[config.mk]
export PLATFORM = sky130hd
export DESIGN_NAME = if_id_tracker
export DESIGN_NICKNAME = d
export VERILOG_FILES = /design/src/rtl/if_id_tracker.sv
export SDC_FILE = /design/constraint.sdc
export NUM_CORES = 1
export LEC_CHECK = 0
export BUFFER_PORTS_ARGS = -buffer_cell sky130_fd_sc_hd__clkbuf_2
export CAP_MARGIN = 0
export CORE_MARGIN = 2
export CORE_UTILIZATION = 60
export DETAILED_ROUTE_END_ITERATION = 10
export PLACE_DENSITY = 0.81
export SLEW_MARGIN = 20
export SYNTH_ARGS = -nofsm -noshare
export SYNTH_HDL_FRONTEND = slang
export SYNTH_SLANG_ARGS = --single-unit
[constraint.sdc]
create_clock -name clk -period 10.8 [get_ports clk]
set_input_delay 1.62 -clock clk [delete_from_list [all_inputs] [get_ports clk]]
set_output_delay 1.62 -clock clk [all_outputs]
set_load 0.05 [all_outputs]
[src/rtl/if_id_tracker.sv]
// ---------------------------------------------------------------------------
// if_id_tracker
//
// Passive trace monitor for the IF and ID pipeline stages. It follows the
// instruction-memory handshake and the IF/ID status lines and, for every
// traced instruction, produces one record: fetch address, instruction word
// and the cycle timestamps of IF entry/exit and ID entry/exit. Records are
// emitted on a one-cycle trace_data_ready pulse. The fields stay stable
// until the next record is emitted.
//
// Ports
//   clk               clock, all state on the rising edge
//   rst               asynchronous, active-low reset
//   if_busy           IF status (observed only, does not affect records)
//   if_ready          IF hands its instruction to ID this cycle
//   instr_req/addr    instruction-memory request and address
//   instr_grant       request accepted
//   instr_rvalid/rdata read data valid and instruction word
//   is_decoding       ID stage is decoding an instruction
//   trace_data_ready  one-cycle pulse, record fields are valid
//   trace_addr/instr  fetch address and instruction word
//   trace_if_start/end, trace_id_start/end   cycle timestamps
//   trace_overflow    sticky, set when a record was lost
// ---------------------------------------------------------------------------
module if_id_tracker #(
    parameter int ADDR_WIDTH = 32,
    parameter int DATA_WIDTH = 32,
    parameter int FIFO_DEPTH = 4
) (
    input  logic                  clk,
    input  logic                  rst,
    input  logic                  if_busy,
    input  logic                  if_ready,
    input  logic                  instr_req,
    input  logic [ADDR_WIDTH-1:0] instr_addr,
    input  logic                  instr_grant,
    input  logic                  instr_rvalid,
    input  logic [DATA_WIDTH-1:0] instr_rdata,
    input  logic                  is_decoding,
    output logic                  trace_data_ready,
    output logic [ADDR_WIDTH-1:0] trace_addr,
    output logic [DATA_WIDTH-1:0] trace_instr,
    output logic [31:0]           trace_if_start,
    output logic [31:0]           trace_if_end,
    output logic [31:0]           trace_id_start,
    output logic [31:0]           trace_id_end,
    output logic                  trace_overflow
);

    localparam logic [1:0] IF_IDLE        = 2'd0;
    localparam logic [1:0] IF_WAIT_GNT    = 2'd1;
    localparam logic [1:0] IF_WAIT_RVALID = 2'd2;
    localparam logic [1:0] IF_WAIT_READY  = 2'd3;

    localparam logic [1:0] ID_IDLE   = 2'd0;
    localparam logic [1:0] ID_WAIT   = 2'd1;
    localparam logic [1:0] ID_DECODE = 2'd2;

    localparam int PTR_W = (FIFO_DEPTH > 1) ? $clog2(FIFO_DEPTH) : 1;
    localparam int CNT_W = $clog2(FIFO_DEPTH + 1);

    typedef struct packed {
        logic [ADDR_WIDTH-1:0] addr;
        logic [DATA_WIDTH-1:0] instr;
        logic [31:0]           if_start;
        logic [31:0]           if_end;
    } rec_t;

    function automatic logic [PTR_W-1:0] ptr_inc(input logic [PTR_W-1:0] p);
        return (p == PTR_W'(FIFO_DEPTH - 1)) ? '0 : p + PTR_W'(1);
    endfunction

    // if_busy is pure status; records are built from the handshake alone.
    logic unused_if_busy;
    assign unused_if_busy = if_busy;

    logic [31:0]           cnt_q;
    logic [1:0]            if_state_q, if_state_d;
    logic [31:0]           if_start_q, if_start_d;
    logic [ADDR_WIDTH-1:0] if_addr_q, if_addr_d;
    logic [DATA_WIDTH-1:0] if_instr_q, if_instr_d;
    logic                  push, stray_grant;
    rec_t                  push_rec;

    rec_t                  mem [FIFO_DEPTH];
    logic [PTR_W-1:0]      wr_ptr_q, wr_ptr_d, rd_ptr_q, rd_ptr_d;
    logic [CNT_W-1:0]      count_q, count_d;
    logic                  full, push_ok, drop;

    logic [1:0]            id_state_q, id_state_d;
    logic [31:0]           id_start_q, id_start_d;
    logic                  dec_prev_q;
    logic                  id_load, id_emit;
    rec_t                  work_q;

    logic                  rdy_q, ovf_q;
    logic [ADDR_WIDTH-1:0] out_addr_q;
    logic [DATA_WIDTH-1:0] out_instr_q;
    logic [31:0]           out_ifs_q, out_ife_q, out_ids_q, out_ide_q;

    // ---------------- IF side: one outstanding fetch ----------------
    always_comb begin
        if_state_d      = if_state_q;
        if_start_d      = if_start_q;
        if_addr_d       = if_addr_q;
        if_instr_d      = if_instr_q;
        push            = 1'b0;
        stray_grant     = 1'b0;
        push_rec.addr     = if_addr_q;
        push_rec.instr    = if_instr_q;
        push_rec.if_start = if_start_q;
        push_rec.if_end   = cnt_q;
        case (if_state_q)
            IF_IDLE: begin
                if (instr_req) begin
                    if_start_d = cnt_q;
                    if (instr_grant) begin
                        if_addr_d  = instr_addr;
                        if_state_d = IF_WAIT_RVALID;
                    end else begin
                        if_state_d = IF_WAIT_GNT;
                    end
                end
            end
            IF_WAIT_GNT: begin
                if (instr_grant) begin
                    if_addr_d  = instr_addr;
                    if_state_d = IF_WAIT_RVALID;
                end
            end
            IF_WAIT_RVALID: begin
                if (instr_rvalid) begin
                    if_instr_d = instr_rdata;
                    if (if_ready) begin
                        push_rec.instr = instr_rdata;
                        push           = 1'b1;
                    end else begin
                        if_state_d = IF_WAIT_READY;
                    end
                end
                // A second grant while a fetch is still open cannot be traced.
                stray_grant = instr_grant && !push;
            end
            IF_WAIT_READY: begin
                if (if_ready) begin
                    push = 1'b1;
                end
                stray_grant = instr_grant && !push;
            end
            default: if_state_d = IF_IDLE;
        endcase
        // On completion a new request granted in the same cycle starts at once.
        if (push) begin
            if (instr_req && instr_grant) begin
                if_start_d = cnt_q;
                if_addr_d  = instr_addr;
                if_state_d = IF_WAIT_RVALID;
            end else begin
                if_state_d = IF_IDLE;
            end
        end
    end

    // ---------------- Record buffer ----------------
    // The head slot stays occupied while ID works on it and is released only
    // when its record is emitted, so at most FIFO_DEPTH records are in flight.
    assign full    = (count_q == CNT_W'(FIFO_DEPTH));
    assign push_ok = push && (!full || id_emit);
    assign drop    = push && !push_ok;

    always_comb begin
        wr_ptr_d = push_ok ? ptr_inc(wr_ptr_q) : wr_ptr_q;
        rd_ptr_d = id_emit ? ptr_inc(rd_ptr_q) : rd_ptr_q;
        count_d  = count_q + CNT_W'(push_ok) - CNT_W'(id_emit);
    end

    // Storage and registered read of the head into the working record.
    // Load and emit never coincide, so the read slot is never being written.
    always_ff @(posedge clk) begin
        if (push_ok) begin
            mem[wr_ptr_q] <= push_rec;
        end
        if (id_load) begin
            work_q <= mem[rd_ptr_q];
        end
    end

    // ---------------- ID side ----------------
    always_comb begin
        id_state_d = id_state_q;
        id_start_d = id_start_q;
        id_load    = 1'b0;
        id_emit    = 1'b0;
        case (id_state_q)
            ID_IDLE: begin
                if (count_q != '0) begin
                    id_load    = 1'b1;
                    id_state_d = ID_WAIT;
                end
            end
            ID_WAIT: begin
                // Only a fresh rising edge starts decode, so a run already in
                // progress when the record was loaded is never claimed.
                if (is_decoding && !dec_prev_q) begin
                    id_start_d = cnt_q;
                    id_state_d = ID_DECODE;
                end
            end
            ID_DECODE: begin
                if (!is_decoding) begin
                    id_emit    = 1'b1;
                    id_state_d = ID_IDLE;
                end
            end
            default: id_state_d = ID_IDLE;
        endcase
    end

    // ---------------- State registers ----------------
    always_ff @(posedge clk or negedge rst) begin
        if (!rst) begin
            cnt_q       <= '0;
            if_state_q  <= IF_IDLE;
            if_start_q  <= '0;
            if_addr_q   <= '0;
            if_instr_q  <= '0;
            wr_ptr_q    <= '0;
            rd_ptr_q    <= '0;
            count_q     <= '0;
            id_state_q  <= ID_IDLE;
            id_start_q  <= '0;
            dec_prev_q  <= 1'b0;
            rdy_q       <= 1'b0;
            ovf_q       <= 1'b0;
            out_addr_q  <= '0;
            out_instr_q <= '0;
            out_ifs_q   <= '0;
            out_ife_q   <= '0;
            out_ids_q   <= '0;
            out_ide_q   <= '0;
        end else begin
            cnt_q      <= cnt_q + 32'd1;
            if_state_q <= if_state_d;
            if_start_q <= if_start_d;
            if_addr_q  <= if_addr_d;
            if_instr_q <= if_instr_d;
            wr_ptr_q   <= wr_ptr_d;
            rd_ptr_q   <= rd_ptr_d;
            count_q    <= count_d;
            id_state_q <= id_state_d;
            id_start_q <= id_start_d;
            dec_prev_q <= is_decoding;
            rdy_q      <= id_emit;
            ovf_q      <= ovf_q | drop | stray_grant;
            if (id_emit) begin
                out_addr_q  <= work_q.addr;
                out_instr_q <= work_q.instr;
                out_ifs_q   <= work_q.if_start;
                out_ife_q   <= work_q.if_end;
                out_ids_q   <= id_start_q;
                // The fall is seen one cycle late; the last decode cycle is cnt-1.
                out_ide_q   <= cnt_q - 32'd1;
            end
        end
    end

    assign trace_data_ready = rdy_q;
    assign trace_addr       = out_addr_q;
    assign trace_instr      = out_instr_q;
    assign trace_if_start   = out_ifs_q;
    assign trace_if_end     = out_ife_q;
    assign trace_id_start   = out_ids_q;
    assign trace_id_end     = out_ide_q;
    assign trace_overflow   = ovf_q;

endmodule

==> metrics, run 1 <==
status=finished, final reports clean; Yosys top cell area share=roughly half; Pwr per Cell Area=~280 nW/um2; All-Layer GR Usage=~25%; Synth Instances=roughly 2200; Setup Viol. Count Final=0; global-route wire length before repair=between 100 and 150 mm; Critical Path AT=between 4 and 5 ns; Fmax achieved=253 MHz; CTS Root Cell=clkbuf_16; CP Data Required Time=between 10 and 15 ns; Leak=about 17 nW; Max-slew headroom=25.9%; most common flop cell mapped by yosys=edfxtp_1; count leader, synth=edfxtp_1; commonest cells in the netlist=edfxtp_1 (640), nand2_1 (535), dfrtp_1 (366), mux4_2 (128), mux2_2 (127); YS warnings=0; DR pass1 iterations=5; vias in the first global route=21000; CP max FO=between 50 and 60; initial antenna violation count=0; CTS tree=yes; mapped cell area=around 37000 um2; Synth area leader=edfxtp_1; Seq cells post-synth=about 1000; GRT overflow=0; worst hold stages=2; Worst VDD drop=roughly 0.25 mV; critical path type=in -> reg; synth top area cells=edfxtp_1 (51%), dfrtp_1 (24%), mux4_2 (7.7%); Clock Skew=roughly 0.020 ns; PortBufs=about 260; DRC errors left=0; Critical Path, Cell by Cell=clkbuf_2, or3b_4, nand3_1, and3_4, buf_4; Final Max Slew Viols=0; hold buffers post-CTS=0; worst min path class=reg -> reg; Hold Violations, Final=0; NumNets Final=roughly 2600; Setup crit start kind=input port; Post-synth EDFFs=640; area grow syn2layout=14.4%; r2r setup slk=roughly 7.3 ns; Resized Gates After CTS=0; Final HPWL DP=about 44 mm; GPL Wtd Cong=between 0.7 and 0.8; share of layout cells above drive strength 1=roughly 28%; period utilization=between 30% and 40%; largest net degree at the start of global routing=144; Critical path buffers and inverters=2; Net Count, Synth=2289; clk buf depth=3; delay-heaviest family, CP=simple AND/OR/NAND/NOR gates; overall power=roughly 0.012 W; Place WS=5.67 ns; vias per inst=between 5 and 6; worst slew pin tran=between 1 and 1.5 ns; Vias=approximately 20000; wire per inst=around 23 um; chip height=254 um; Worst Hold Launch=work_q[77]; Reg-to-Reg Start=if_state_q[0]; I/O Pins=between 200 and 300; Netlist cell types=52; Die X=between 200 and 300 um; Die ar.=about 64000 um2; fillers=between 3000 and 4000; post-synthesis async set-or-reset flop share=roughly 36%; Final ANT Viol Nets=0; H-tree levels=3; mean post-synth cell area=between 15 and 20 um2; CP max-delay cell=buf_4; Worst Setup Slack, final=6.84 ns; worst-skew pair later-pin latency=roughly 0.63 ns; final wirelength=between 70 and 80 mm; r2r endpoint=mem[3][19]; min Tclk post-route=3.96 ns; Initial Util=approximately three fifths; # clock sinks=between 1000 and 1500; clk slew on worst S/H paths=about 0.060 ns; crit end category=flip-flop; post-CTS setup buffers=0; RSZ-0062 raised after global routing=no; MaxCap Viol Count=0; # diodes=0; Setup Total Neg Slack=0 ns; register area share after synthesis=approximately 76%; WHS Endpoint=trace_instr[13]; CTS buffer count=just under 100; reg2reg path depth=6; Starting DRT DRC Count=roughly 1700; core area=61700 um2; CP max stage delay=~0.83 ns; number of cell rows=about 90
final cells by class:
type / instances / area, um2 / area share (%)
sequential: 1006 / 28400 / 66.4
multi-input combinational: 1062 / 8500 / 19.9
clock buffer: 146 / 2840 / 6.64
timing repair buffer: 290 / 1590 / 3.72
tap: 837 / 1050 / 2.45
clock inverter: 38 / 354 / 0.828
inverter: 13 / 53.8 / 0.126
worst min-delay path, cell delays in order (launching register included):
cell	delay [ns]
edfxtp_1	0.32
nand2_1	0.05
nand2_1	0.05
flip-flops by register name (all words and copies together) (netlist names):
name / count
if_state_q: 2
id_state_q: 2
mem: 512
trace_id_start: 32
cnt_q: 32
work_q: 128
trace_data_ready: 1
rd_ptr_q: 2
trace_overflow: 1
dec_prev_q: 1
trace_if_end: 32
trace_id_end: 32
wr_ptr_q: 2
count_q: 3
trace_if_start: 32
if_instr_q: 32
if_start_q: 32
trace_instr: 32
trace_addr: 32
id_start_q: 32
if_addr_q: 32
how the worst max path moves through the flow:
stage	startpoint	endpoint	cells after the start
4_1_cts	is_decoding	mem[0][22]	5
5_1_grt	is_decoding	trace_id_end[23]	5
3_5_place_dp	is_decoding	mem[0][19]	5
2_1_floorplan	count_q[1]	id_state_q[0]	3
6_report	is_decoding	mem[3][19]	5
3_3_place_gp	is_decoding	mem[0][21]	5
layout by cell type, fill, tap and decap left out, types with 3 or more instances in the layout:
cell,instances
clkinv_1,11
xnor2_1,46
o21ai_1,11
inv_6,3
or3_1,4
mux4_2,128
inv_1,12
clkinvlp_4,8
xor2_1,13
nor4_4,4
ha_1,14
nor4_1,3
nand2b_1,5
nor2b_1,3
clkbuf_16,103
clkbuf_2,263
and4_1,3
nand3_1,19
nand4_1,9
edfxtp_1,640
nor3_1,10
dfrtp_1,364
clkbuf_8,10
clkinv_2,11
a32o_1,32
o21ai_0,25
a31oi_1,4
nand2_1,535
nor4_2,8
buf_4,22
and3_1,7
clkbuf_1,33
nor2_1,20
and3_4,4
mux2_2,127
bufinv_16,6
metal layers:
layer | part of all wire (%) | routed length, um | GRT usage (%) | vias up
li1 | - | - | - | 8632
met1 | 40 | 30900 | 33.4 | 10200
met2 | 50 | 38600 | 40.9 | 699
met3 | 7.1 | 5480 | 4.61 | 136
met4 | 2.6 | 1980 | 8.62 | 0
met5 | 0 | 0 | 0 | -
stage by stage:
stage,cells,hold WS [ns],area (um2),util [%]
after global placement,3206,0.422,39500,64.0
final,3392,0.435,42800,69.3
after floorplan,2202,0.415,37400,-
after detailed placement,3206,0.423,39500,64.0
after CTS,3390,0.438,42700,69.2
after global routing,3392,0.462,42800,69.3
power breakdown:
group | internal (W) | leakage (nW) | switching, W | total [W]
combinational | 0.000969 | 4.86 | 0.00198 | 0.00295
sequential | 0.00528 | 10.3 | 0.000478 | 0.00576
clock | 0.00196 | 1.54 | 0.00137 | 0.00334
kinds of logic after synthesis:
logic type / after synthesis / share of synthesized area (%)
AND/OR/NAND/NOR: 648 / 7.49
XOR/XNOR: 59 / 1.38
multiplexers: 256 / 11.6
AO/OA/AOI/OAI: 84 / 1.66
flip-flops: 1006 / 75.9
adder cells (fa/ha/maj): 15 / 0.522
buffers and inverters: 134 / 1.49
No activity file was read; power rests on OpenSTA's default activity.
==> inputs of run 2 (changes only) <==
- CORE_UTILIZATION: 60 -> 54
- PLACE_DENSITY: 0.81 -> 0.77
- clock period: 10.8 -> 3.5 ns (I/O delays scaled with it)
==> run 2 against run 1 <==
Net effect: final cell count up 3.0%; final area up 1.0%; largest cell class unchanged; sequential power rose to 3.1 times the previous value; first-iteration DRC count down 9.6%; largest power group unchanged; routed wire length rose by 0.50%; critical path depth rose by 4; sequential share of layout area shrank 0.67 points.
==> metrics, run 2 (same netlist as run 1, synthesis figures left out) <==
wire per inst=22.1 um (-2.5%); core area=68600 um2 (+11%); Die X=267 um (+5.3%); critical path type=reg -> reg; worst min path class=in -> reg; final wirelength=77.4 mm (+0.50%); I/O Pins=266 (unchanged); CP Data Required Time=4.01 ns (-7.04 ns); Die ar.=71400 um2 (+11%); Worst VDD drop=0.619 mV (+140%); Vias=19500 (-0.50%); GRT overflow=0 (unchanged); crit end category=flip-flop; share of layout cells above drive strength 1=29.0% (+0.90 points); worst-skew pair later-pin latency=0.65 ns (+0.02 ns); max reg flops=512 (unchanged); NumNets Final=2567 (+0.35%); status=finished, final reports clean; CP startpoint=if_state_q[0]; hold buffers post-CTS=1 (+1); global-route wire length before repair=120 mm (+0.63%); Most flops, register=mem; worst slew pin tran=1.03 ns (-0.0787 ns); CP max FO=33 (-43%); clk buf depth=3 (unchanged); vias in the first global route=20700 (-1.0%); Pwr per Cell Area=867 nW/um2 (+210%); Critical Path AT=3.36 ns (-0.84 ns); Worst Hold Launch=is_decoding; DRC errors left=0 (unchanged); # clock sinks=1006 (unchanged); Starting DRT DRC Count=1493 (-9.6%); area grow syn2layout=15.5%; period utilization=just over 80%; chip height=267 um (+5.3%); PortBufs=264 (unchanged); Setup Total Neg Slack=0 ns (unchanged); most common cell after layout, fill and taps aside=edfxtp_1; Max-slew headroom=31.4% (+5.5 points); number of cell rows=96 (+5.5%); CTS buffer count=96 (-2.0%); DR pass1 iterations=5 (unchanged); biggest regs=mem (512), work_q (128); Final HPWL DP=44.6 mm (+1.7%); Final ANT Viol Nets=0 (unchanged); Leak=16.9 nW (+0.90%); MaxCap Viol Count=0 (unchanged); CTS tree=yes; fillers=4732 (+21%); RSZ-0062 raised after global routing=no; Setup Viol. Count Final=0 (unchanged); initial antenna violation count=3 (+3); vias per inst=5.59 (-3.4%); overall power=0.0375 W (+210%); Final Max Slew Viols=0 (unchanged); Hold Violations, Final=0 (unchanged); min Tclk post-route=between 2 and 3 ns; commonest non-fill, non-tap cells in the layout=edfxtp_1 (640), nand2_1 (535), dfrtp_1 (364), clkbuf_2 (263), mux4_2 (128); worst hold margin=0.0787 ns (-0.356 ns); All-Layer GR Usage=22.3% (-2.4 points); Setup crit start kind=flip-flop; Initial Util=54.5% (-6.1 points); largest net degree at the start of global routing=222 (+54%); Reg-to-Reg Start=if_state_q[0]; CTS Root Cell=clkbuf_16; Fmax achieved=around 350 MHz; H-tree levels=3 (unchanged); Resized Gates After CTS=0 (unchanged); Clock Skew=0.0299 ns (+0.00972 ns); GPL Wtd Cong=0.773 (+0.43%); post-CTS setup buffers=0 (unchanged); clk slew on worst S/H paths=0.06 ns (about the same)
run 2: cell type report:
type,instances,area [um2],area share [%]
antenna,2,5.00,0.0116
clock buffer,130,2730,6.31
clock inverter,50,499,1.16
inverter,13,53.8,0.125
multi-input combinational,1062,8510,19.7
sequential,1006,28400,65.7
tap,931,1160,2.70
timing repair buffer,301,1860,4.31
run 2: worst max-delay path: stages, from the launching register on:
cell     delay [ns]
dfrtp_1        0.39
inv_1          0.10
ha_1           0.26
a31oi_1        0.24
nor2b_1        0.10
buf_4          0.18
o21ai_4        0.76
nand2_1        0.12
buf_4          0.29
a32o_1         0.27
run 2: report_power, final:
part	switching, W	total, W	internal (W)
Clock	0.00436	0.0104	0.00608
Sequential	0.00149	0.0178	0.0163
Combinational	0.00614	0.00925	0.00311
run 2: per-stage QoR:
step                setup WS [ns]  utilization, %  cell area (um2)  std cells
floorplan                  -0.457               -            37400       2202
global placement            0.627            58.3            40000       3312
detailed placement          0.625            58.3            40000       3312
CTS                         0.674            63.0            43200       3493
global route                0.423            63.0            43200       3495
finish                      0.651            63.0            43200       3495
run 2: final timing paths:
check	end	slack, ns	cells after the start
worst max-delay path	if_addr_q[14]	0.65	9
worst min register to register	trace_if_start[1]	0.43	2
max in group asynchronous	if_addr_q[7]	2.12	3
min in group asynchronous	if_start_q[21]	0.48	2
worst max register to register	if_addr_q[14]	0.65	9
worst min-delay path	dec_prev_q	0.08	1
run 2: metal layers:
layer	vias to the layer above	wire length (um)	global-route usage, %
met2	585	38600	37.1
met4	2	1710	6.89
met1	10200	32600	30.3
met3	113	4480	3.98
li1	8650	-	-
met5	-	13	0
==> inputs of run 3 (changes only) <==
- ABC_AREA: not set -> 1
- CORE_UTILIZATION: 54 -> 60
- PLACE_DENSITY: 0.77 -> 0.81
- clock period: 3.5 -> 2.8 ns (I/O delays scaled with it)
==> run 3 against run 2 <==
Net effect: hold slack got worse by 0.057 ns; largest power group unchanged; critical endpoint is now count_q[2]; sequential cell count unchanged; critical path type unchanged; final cell count rose by 27%; sequential share of layout area decreased by 1.9 points; worst setup slack lost 0.35 ns.
==> metrics, run 3 <==
status=finished, final reports clean; # clock sinks=1006 (unchanged); DRC errors left=0 (unchanged); CP max FO=9 (-73%); Vias=25600 (+31%); Hold Violations, Final=0 (unchanged); Max-slew headroom=29.0% (-2.4 points); Worst VDD drop=1.18 mV (+90%); GR Util met2=46.5% (+9.4 points); Resized Gates After CTS=0 (unchanged); Reg power frac=45.1% (-2.4 points); Pwr per Cell Area=1130 nW/um2 (+30%); YS warnings=0 (unchanged); clock power share=27.1% (-0.8 points); global-route wire length before repair=142 mm (+18%); Seq cells post-synth=1006 (unchanged); Synth Area in XOR/XNOR=0.841% (-0.54 points); chip height=257 um (-3.6%); Yosys top cell area share=49.8% (-1.5 points); vias per inst=5.76 (+2.9%); largest net degree at the start of global routing=203 (-8.6%); register area share after synthesis=73.6% (-2.3 points); Setup crit start kind=flip-flop; post-synthesis async set-or-reset flop share=36.4% (unchanged); placed cells=4254 (+28%); CP Data Required Time=3.32 ns (-0.69 ns); Synth Area in Compound Gates=8.34% (+6.7 points); GRT busiest layer=met2; Setup Total Neg Slack=0 ns (unchanged); DR pass1 iterations=7 (+2); post-synthesis adder-cell area fraction=0.506% (-0.016 points); synth top area cells=edfxtp_1 (50%), dfrtp_1 (24%), nand2_1 (8.1%); GPL Wtd Cong=0.974 (+26%); All-Layer GR Usage=27.7% (+5.4 points); area grow syn2layout=15.5% (about the same); number of cell rows=92 (-4.2%); PortBufs=264 (unchanged); GRT overflow=0 (unchanged); Net Count, Synth=3356 (+47%); Most flops, register=mem; critical path type=reg -> reg; worst slew pin tran=1.07 ns (+0.0365 ns); main combinational cell family by area after synthesis=simple AND/OR/NAND/NOR gates; Synth area leader=edfxtp_1; Final ANT Viol Nets=0 (unchanged); most common flop cell mapped by yosys=edfxtp_1; CTS Root Cell=clkbuf_16; Cell Int Power=0.0324 W (+27%); Reg-to-Reg Start=if_state_q[0]; Worst Hold Launch=instr_rdata[31]; Die ar.=66300 um2 (-7.1%); hold buffers post-CTS=18 (+17); Fmax achieved=400 MHz (+14%); wire per inst=20.5 um (-7.4%); grt met1 use=36.3% (+5.9 points); Critical Path AT=3.02 ns (-0.34 ns); period utilization=89.2% (+7.8 points); switching share of power=35.6% (+3.6 points); Die X=257 um (-3.6%); commonest non-fill, non-tap cells in the layout=nand2_1 (829), edfxtp_1 (640), o21ai_0 (400), nor2_1 (380), dfrtp_1 (364); max reg flops=512 (unchanged); Finished Core Util=70.3% (+7.3 points); worst min path class=in -> reg; initial antenna violation count=0 (-3); clk buf depth=3 (unchanged); Final HPWL DP=52.9 mm (+19%); Starting DRT DRC Count=2715 (+82%); Initial Util=60.9% (+6.4 points); mux share of post-synthesis cell area=0% (-12 points); Psw=0.0179 W (+49%); RSZ-0062 raised after global routing=no; crit end category=flip-flop; biggest regs=mem (512), work_q (128); most common cell after layout, fill and taps aside=nand2_1; Clock Skew=0.0320 ns (+0.00216 ns); # diodes=0 (-2); Setup Viol. Count Final=0 (unchanged); MaxCap Viol Count=0 (unchanged); final wirelength=91.3 mm (+18%); Post-synth EDFFs=640 (unchanged); combinational power share=27.8% (+3.1 points); CTS buffer count=96 (unchanged); commonest cells in the netlist=nand2_1 (833), edfxtp_1 (640), o21ai_0 (400), nor2_1 (385), dfrtp_1 (366); H-tree levels=3 (unchanged); core area=63300 um2 (-7.7%); CP startpoint=if_state_q[0]; Final Max Slew Viols=0 (unchanged); met3 Track Usage GR=5.04% (+1.1 points); clk slew on worst S/H paths=0.07 ns (about the same); worst-skew pair later-pin latency=0.66 ns (about the same); CTS tree=yes; I/O Pins=266 (unchanged); Synth Instances=3269 (+48%); Post-Synth Simple-Gate Area=13.6% (+6.1 points); mapped cell area=38600 um2 (+3.1%); Leak=18.6 nW (+10%); mean post-synth cell area=11.8 um2 (-31%); post-CTS setup buffers=0 (unchanged); final cell count without fillers=4452 (+27%); min Tclk post-route=2.50 ns (-0.352 ns); vias in the first global route=25500 (+23%); share of layout cells above drive strength 1=14.2% (-15 points); Netlist cell types=41 (-21%); NumNets Final=3611 (+41%); count leader, synth=nand2_1
## run 3: layout make-up
cell class / instances / area [um2]
Inverter: 111 / 429
Clock inverter: 46 / 651
Fill cell: 4172 / 18800
Multi-Input combinational cell: 1972 / 9050
Sequential cell: 1006 / 28400
Timing Repair Buffer: 337 / 2240
Tap cell: 846 / 1060
Clock buffer: 134 / 2700
## run 3: layer usage
layer | wire length, um | vias up
li1 | - | 11700
met1 | 35300 | 12500
met2 | 45200 | 1178
met3 | 7690 | 217
met4 | 3120 | 0
met5 | 0 | -
## run 3: cell families after synthesis
group	count (synthesis)
flops	1006
compound gates	595
xor+xnor	37
buf+inv	291
simple gates	1325
fa+ha+maj	15
## run 3: stage by stage
| stage | worst slack [ns] | hold WS [ns] | total power [W] | area, um2 |
|---|---|---|---|---|
| floorplan | -0.649 | 0.124 | 0.0322 | 38600 |
| global placement | 0.365 | 0.422 | 0.0361 | 41000 |
| detailed placement | 0.309 | 0.425 | 0.0366 | 41000 |
| CTS | 0.310 | 0.00189 | 0.0504 | 44500 |
| global route | 0.178 | 0.0241 | 0.0525 | 44500 |
| finish | 0.303 | 0.0214 | 0.0502 | 44500 |
## run 3: path summary, 6_finish.rpt
kind,to,slack (ns),depth (start not counted)
worst max-delay path,count_q[2],0.30,13
worst min-delay path,if_instr_q[31],0.02,3
worst max register to register,count_q[2],0.30,13
worst min register to register,trace_if_end[1],0.43,2
max in group asynchronous,trace_addr[27],1.55,3
min in group asynchronous,trace_id_end[3],0.40,2
## run 3: power by group through the flow
stage,clock (W),combinational [W],sequential (W)
after floorplan,0,0.00652,0.0257
after global placement,0,0.0133,0.0227
after detailed placement,0,0.0138,0.0229
after CTS,0.0137,0.0140,0.0226
after global routing,0.0143,0.0151,0.0230
final,0.0136,0.0139,0.0227
## run 3: worst max-delay path: stages, from the launching register on
cell	delay (ns)
dfrtp_1	0.41
inv_2	0.14
ha_4	0.17
nand3_2	0.08
nand2_1	0.07
nand2_1	0.07
inv_2	0.17
nand2_4	0.16
ha_1	0.32
inv_1	0.05
ha_1	0.13
inv_1	0.05
fa_1	0.40
xnor2_1	0.14
